<file path="config.mk">
export PLATFORM = sky130hd
export DESIGN_NAME = univ_shift_reg_flat
export DESIGN_NICKNAME = d
export VERILOG_FILES = /design/src/rtl/univ_shift_reg_if.sv /design/src/rtl/univ_shift_reg.sv /design/src/flat_wrapper.sv
export SDC_FILE = /design/constraint.sdc
export NUM_CORES = 1
export LEC_CHECK = 0
export CAP_MARGIN = 40
export CORE_AREA = 2 2 39 41
export DETAILED_ROUTE_END_ITERATION = 8
export DIE_AREA = 0 0 41 43
export GPL_TIMING_DRIVEN = 0
export PLACE_DENSITY = 0.55
export SKIP_CTS_REPAIR_TIMING = 1
export SLEW_MARGIN = 20
export SYNTH_ARGS = -nofsm -noshare
export SYNTH_HDL_FRONTEND = slang
export SYNTH_SLANG_ARGS = --single-unit
</file>
<file path="constraint.sdc">
create_clock -name clk -period 1.73 [get_ports clk]
set_input_delay 0.2595 -clock clk [delete_from_list [all_inputs] [get_ports clk]]
set_output_delay 0.2595 -clock clk [all_outputs]
set_load 0.02 [all_outputs]
</file>
<file path="src/rtl/univ_shift_reg_if.sv">
`default_nettype none
// +----------------------------------------------------------------------------+
// | Module   : univ_shift_reg_if                                               |
// | Purpose  : Control/data bundle for the universal shift register.           |
// |            master = driver of controls and data, observer of q decodes.    |
// |            slave  = the register itself.                                   |
// | Signals  : clr, en, mode[1:0], d[WIDTH-1:0], sr_in, sl_in  (to register)   |
// |            q[WIDTH-1:0], so_r, so_l, zero                 (from register)  |
// | Revision : 1.0  initial release                                            |
// +----------------------------------------------------------------------------+
interface univ_shift_reg_if #(
  parameter int WIDTH = 4
) ();
  logic             clr;
  logic             en;
  logic [1:0]       mode;
  logic [WIDTH-1:0] d;
  logic             sr_in;
  logic             sl_in;
  logic [WIDTH-1:0] q;
  logic             so_r;
  logic             so_l;
  logic             zero;

  modport master (
    output clr, en, mode, d, sr_in, sl_in,
    input  q, so_r, so_l, zero
  );

  modport slave (
    input  clr, en, mode, d, sr_in, sl_in,
    output q, so_r, so_l, zero
  );
endinterface
`default_nettype wire

</file>
<file path="src/rtl/univ_shift_reg.sv">
`default_nettype none
// +----------------------------------------------------------------------------+
// | Module   : univ_shift_reg                                                  |
// | Purpose  : WIDTH-bit universal shift register: hold, shift right, shift    |
// |            left, parallel load, optional rotate, synchronous clear.        |
// | Ports    : clk      rising-edge clock                                      |
// |            reset_n  asynchronous active-low reset, q <= RESET_VAL          |
// |            bus      univ_shift_reg_if.slave (clr, en, mode, d, sr_in,      |
// |                     sl_in in; q, so_r, so_l, zero out)                     |
// | Revision : 1.0  initial release                                            |
// +----------------------------------------------------------------------------+
module univ_shift_reg #(
  parameter int          WIDTH     = 4,
  parameter logic [63:0] RESET_VAL = 64'd0,
  parameter bit          ROTATE    = 1'b0
) (
  input  wire logic        clk,
  input  wire logic        reset_n,
  univ_shift_reg_if.slave  bus
);

  generate
    if (WIDTH < 2 || WIDTH > 64) begin : g_bad_width
      $error("univ_shift_reg: WIDTH must be in 2..64");
    end
  endgenerate

  localparam logic [WIDTH-1:0] c_reset_val = RESET_VAL[WIDTH-1:0];

  logic [WIDTH-1:0] r_q;
  logic [WIDTH-1:0] w_next;
  logic             w_sr_bit;   // bit entering the MSB on a right shift
  logic             w_sl_bit;   // bit entering the LSB on a left shift

  // In rotate mode the serial inputs are not referenced at all, so an
  // undriven or X serial input can never reach q.
  generate
    if (ROTATE) begin : g_rotate
      assign w_sr_bit = r_q[0];
      assign w_sl_bit = r_q[WIDTH-1];
    end else begin : g_serial
      assign w_sr_bit = bus.sr_in;
      assign w_sl_bit = bus.sl_in;
    end
  endgenerate

  // clr outranks en, and en outranks mode.
  always_comb begin
    w_next = r_q;
    if (bus.clr) begin
      w_next = '0;
    end else if (bus.en) begin
      case (bus.mode)
        2'b01:   w_next = {w_sr_bit, r_q[WIDTH-1:1]};
        2'b10:   w_next = {r_q[WIDTH-2:0], w_sl_bit};
        2'b11:   w_next = bus.d;
        default: w_next = r_q;
      endcase
    end
  end

  always_ff @(posedge clk or negedge reset_n) begin
    if (!reset_n) begin
      r_q <= c_reset_val;
    end else begin
      r_q <= w_next;
    end
  end

  assign bus.q    = r_q;
  assign bus.so_r = r_q[0];
  assign bus.so_l = r_q[WIDTH-1];
  assign bus.zero = (r_q == '0);

endmodule
`default_nettype wire

</file>
<file path="src/flat_wrapper.sv">
// flat-port wrapper written by rule: the top's interface ports become plain ports
module univ_shift_reg_flat 
#(
  parameter int          WIDTH     = 4,
  parameter logic [63:0] RESET_VAL = 64'd0,
  parameter bit          ROTATE    = 1'b0
)
  (clk, reset_n, bus_clr, bus_en, bus_mode, bus_d, bus_sr_in, bus_sl_in, bus_q, bus_so_r, bus_so_l, bus_zero);
  univ_shift_reg_if #(.WIDTH(WIDTH)) bus_i ();
  input  wire logic clk;
  input  wire logic reset_n;
  input wire logic [$bits(bus_i.clr)-1:0] bus_clr;
  input wire logic [$bits(bus_i.en)-1:0] bus_en;
  input wire logic [$bits(bus_i.mode)-1:0] bus_mode;
  input wire logic [$bits(bus_i.d)-1:0] bus_d;
  input wire logic [$bits(bus_i.sr_in)-1:0] bus_sr_in;
  input wire logic [$bits(bus_i.sl_in)-1:0] bus_sl_in;
  output wire logic [$bits(bus_i.q)-1:0] bus_q;
  output wire logic [$bits(bus_i.so_r)-1:0] bus_so_r;
  output wire logic [$bits(bus_i.so_l)-1:0] bus_so_l;
  output wire logic [$bits(bus_i.zero)-1:0] bus_zero;
  assign bus_i.clr = bus_clr;
  assign bus_i.en = bus_en;
  assign bus_i.mode = bus_mode;
  assign bus_i.d = bus_d;
  assign bus_i.sr_in = bus_sr_in;
  assign bus_i.sl_in = bus_sl_in;
  assign bus_q = bus_i.q;
  assign bus_so_r = bus_i.so_r;
  assign bus_so_l = bus_i.so_l;
  assign bus_zero = bus_i.zero;
  univ_shift_reg #(.WIDTH(WIDTH), .RESET_VAL(RESET_VAL), .ROTATE(ROTATE)) u_core (.clk(clk), .reset_n(reset_n), .bus(bus_i));
endmodule
</file>
# ---- Word-level counts from Yosys, hierarchy flattened
# Cells that the tools add are included.
dict set report totals {
  register_bits 4
  inputBits 12
  out_inout_bits 7
  word_cells 11
}
dict set report op_classes {
  n_eq_ne 3
  n_mux 3
  reduce_logical 4
}
# cell count
set op_table {}
lappend op_table {{$pmux 4 s3} 1}
lappend op_table {{$mux 4} 2}
lappend op_table {{$eq 2x2->1 const B} 2}
lappend op_table {{$logic_not 4->1} 1}
lappend op_table {{$reduce_bool 4->1} 1}
lappend op_table {{$eq 2x1->1 const B} 1}
lappend op_table {{$reduce_and 2->1} 1}
lappend op_table {{$reduce_bool 2->1} 1}

# ---- Longest topological paths before layout
dict set report logic_depth {
  depth_word 4
  depth_mapped 4
  depth_no_buf 3
}

# ---- Worst setup path before layout
# Ideal clock, no wire load.
dict set report synth_timing {
  kind {reg2out}
  from {register u_core.r_q[1] (netlist: u_core.bus.q[1])}
  to {output bus_zero}
  arrival_ns 1.220
  required_time_ns 1.470
  slack_ns 0.250
  stages_incl_launch_ff 2
  n_path_buf 0
  cell_sequence {dfrtp_1 nor4_1}
}
dict set report synth_via {
  elab_chain_len 1
}
# element line_no
set synth_lines {}
lappend synth_lines {{start, declared} univ_shift_reg.sv:30} ;# logic [WIDTH-1:0] r_q;
lappend synth_lines {{start signal, assigned} univ_shift_reg.sv:64} ;# r_q <= c_reset_val;
lappend synth_lines {{start signal, assigned} univ_shift_reg.sv:66} ;# r_q <= w_next;
lappend synth_lines {{$logic_not 4->1} univ_shift_reg.sv:73} ;# assign bus.zero = (r_q == '0);
lappend synth_lines {{end, declared} flat_wrapper.sv:21} ;# output wire logic [$bits(bus_i.zero)-1:0] bus_zero;
# No other way between the ends.

# ---- Worst setup path after layout
dict set report layout_timing {
  from {register u_core.r_q[0] (netlist: u_core.bus.q[0])}
  to {output bus_q[0]}
}
# element line_no
set layout_lines {}
lappend layout_lines {{end, declared} flat_wrapper.sv:18} ;# output wire logic [$bits(bus_i.q)-1:0] bus_q;
# No word-level cell between the ends.

==> results.json <==
{
  "ctsHtreeMaxLevel": 1,
  "ir_drop_mv": 0.344,
  "reg_top3": "u_core.bus.q (4)",
  "synth_edf_count": 0,
  "cts_inserted_buffers": 3,
  "gp_congestion": 0.694,
  "ys_warn_count": 0,
  "wire_per_inst_um": 9.97,
  "status": "finished, final reports clean",
  "report.final.slew_viol_count": 0,
  "rows": 14,
  "power_density_nw_per_um2": 655,
  "yosys.area.top_type": "dfrtp_1",
  "coreArea_sq_um": 1380,
  "postRouteAntennaNets": 0,
  "fin_crit_sh_pct": 92.2,
  "required_ns": 1.47,
  "yosysUniqueCellTypes": 10,
  "tritoncts": "done",
  "cp-start-kind": "flip-flop",
  "grt_use_total_pct": 8.48,
  "viasPerCell": 4.29,
  "portBuffers": 16,
  "path_clk_slew_ns": 0.03,
  "p_leak_nw": 0.211,
  "synth_ff_type": "dfrtp_1",
  "clock_skew_ns": 0.000418,
  "synth_fp_nets": 42,
  "drv_cap": 0,
  "async_reset_ff_share_pct": 100,
  "start_util_pct": 19.8,
  "crit_fanout": 5,
  "clk_path_buf_depth": 2,
  "n_antenna_cell": 0,
  "final-hold-violation-count": 0,
  "dr_total_vias": 279,
  "layout-drive-gt1-share_pct": 16.3,
  "drc": 0,
  "path_class": "reg -> out",
  "grt_max_degree": 10,
  "synthCells": 30,
  "grt_overflow_total": 0,
  "fin_setup_tns_ns": 0,
  "synth_seq_area_share_pct": 36.5,
  "fin_nets": 63,
  "hp-class": "in -> async",
  "largest-register": "u_core.bus.q",
  "worst_pin_slew_ns": 0.312,
  "dieArea_sq_um": 1760,
  "die_w_um": 41,
  "drtPass1Iterations": 4,
  "wirelength_um": 648,
  "synth_top_area_share_pct": 36.5,
  "crit_path_end_kind": "primary output",
  "cts-root-buf": "clkbuf_4",
  "clk_latency_ns": 0.23,
  "fmax_mhz": 627,
  "synth.area.top_cells": "dfrtp_1, mux2i_1, a211o_1",
  "rsz0062_at_grt": "no",
  "cp.arrival_ns": 1.34,
  "syn_avg_cell_area_sq_um": 9.13,
  "first_iter_violations": 1,
  "utilization_pct": 34.6,
  "cts.sinks": 4,
  "ys_ff_latch": 4,
  "setup_viol": 0,
  "grt_pass1_vias": 266,
  "slew_headroom_pct": 79.2,
  "area_growth_pct": 74.9,
  "largest_register_ffs": 4,
  "fin_crit_ns": 1.60,
  "grt_antenna_before_repair": 0,
  "design_area_sq_um": 479,
  "fp.dieH_um": 43,
  "r2r-start": "u_core.bus.q[2]",
  "grt_pass1_wl_um": 966,
  "pin_count": 19,
  "syn_area_sq_um": 274,
  "dpl.hpwl_um": 514,
  "critPathLaunch": "u_core.bus.q[0]",
  "placed_cell_area_sq_um": 454,
  "reg2reg_depth": 3,
  "finalPower_uw": 314
}
==> routing by layer <==
layer  global-route usage [%]  vias to the layer above  share of wire [%]  routed length [um]
met3                     1.57                        0                 14                  90
met1                     11.1                      123                 44                 283
met2                     10.9                       13                 42                 274
met5                        0                        -                  0                   0
li1                         -                      143                  -                   -
met4                     8.00                        0                  0                   0
==> through the flow <==
stage / hold WS (ns) / cells / setup slack [ns]
2_1_floorplan: -0.0361 / 30 / 0.250
3_3_place_gp: 0.470 / 62 / 0.0807
3_5_place_dp: 0.471 / 62 / 0.108
4_1_cts: 0.220 / 65 / -0.171
5_1_grt: 0.233 / 65 / 0.0799
6_report: 0.227 / 65 / 0.135
==> worst max-delay path, cell delays in order, from the launching register on <==
cell and delay [ns]:
dfrtp_1 0.40, buf_4 0.13, clkdlybuf4s50_1 0.58
==> cell usage in the layout, fill, tap and decap left out <==
cell type | netlist | routed
a211o_1 | 4 | 4
buf_6 | 1 | 1
nor4_1 | 1 | 1
clkdlybuf4s50_1 | 0 | 15
mux2i_1 | 4 | 4
a21oi_1 | 4 | 4
nand2_1 | 4 | 4
nor2_1 | 4 | 4
dlymetal6s2s_1 | 0 | 1
clkbuf_4 | 0 | 3
o21ai_2 | 1 | 1
dfrtp_1 | 4 | 4
buf_4 | 3 | 3
==> path summary, 6_finish.rpt <==
path,to,slack [ns]
max in group asynchronous,u_core.bus.q[1],1.34
setup / recovery,bus_q[0],0.13
hold / removal,u_core.bus.q[3],0.23
setup reg to reg,u_core.bus.q[3],0.73
min in group clk,u_core.bus.q[1],0.39
hold reg to reg,u_core.bus.q[1],0.58
==> kinds of logic (layout without fill, tap and decap cells) <==
group / Yosys count / count (layout) / synth area share [%]
compound gates: 9 / 9 / 23.3
simple gates: 9 / 9 / 13.2
mux: 4 / 4 / 14.6
flops: 4 / 4 / 36.5
buf+inv: 4 / 23 / 12.3
==> final cells by class <==
| type | instances | area (sq um) |
|---|---|---|
| buffer | 4 | 33.8 |
| sequential | 4 | 100 |
| clock buffer | 3 | 22.5 |
| fill | 152 | 905 |
| tap | 16 | 20.0 |
| timing repair buffer | 16 | 163 |
| multi-input combinational | 22 | 140 |
==> report_power, final <==
part | total [mW] | internal [mW] | leakage, nW | switching [mW]
clock network | 0.111 | 0.0773 | 0.0138 | 0.0333
registers | 0.106 | 0.0993 | 0.0542 | 0.00658
logic | 0.0976 | 0.0565 | 0.143 | 0.0411
total | 0.314 | 0.233 | 0.211 | 0.0810
No activity file was read; power rests on OpenSTA's default activity.
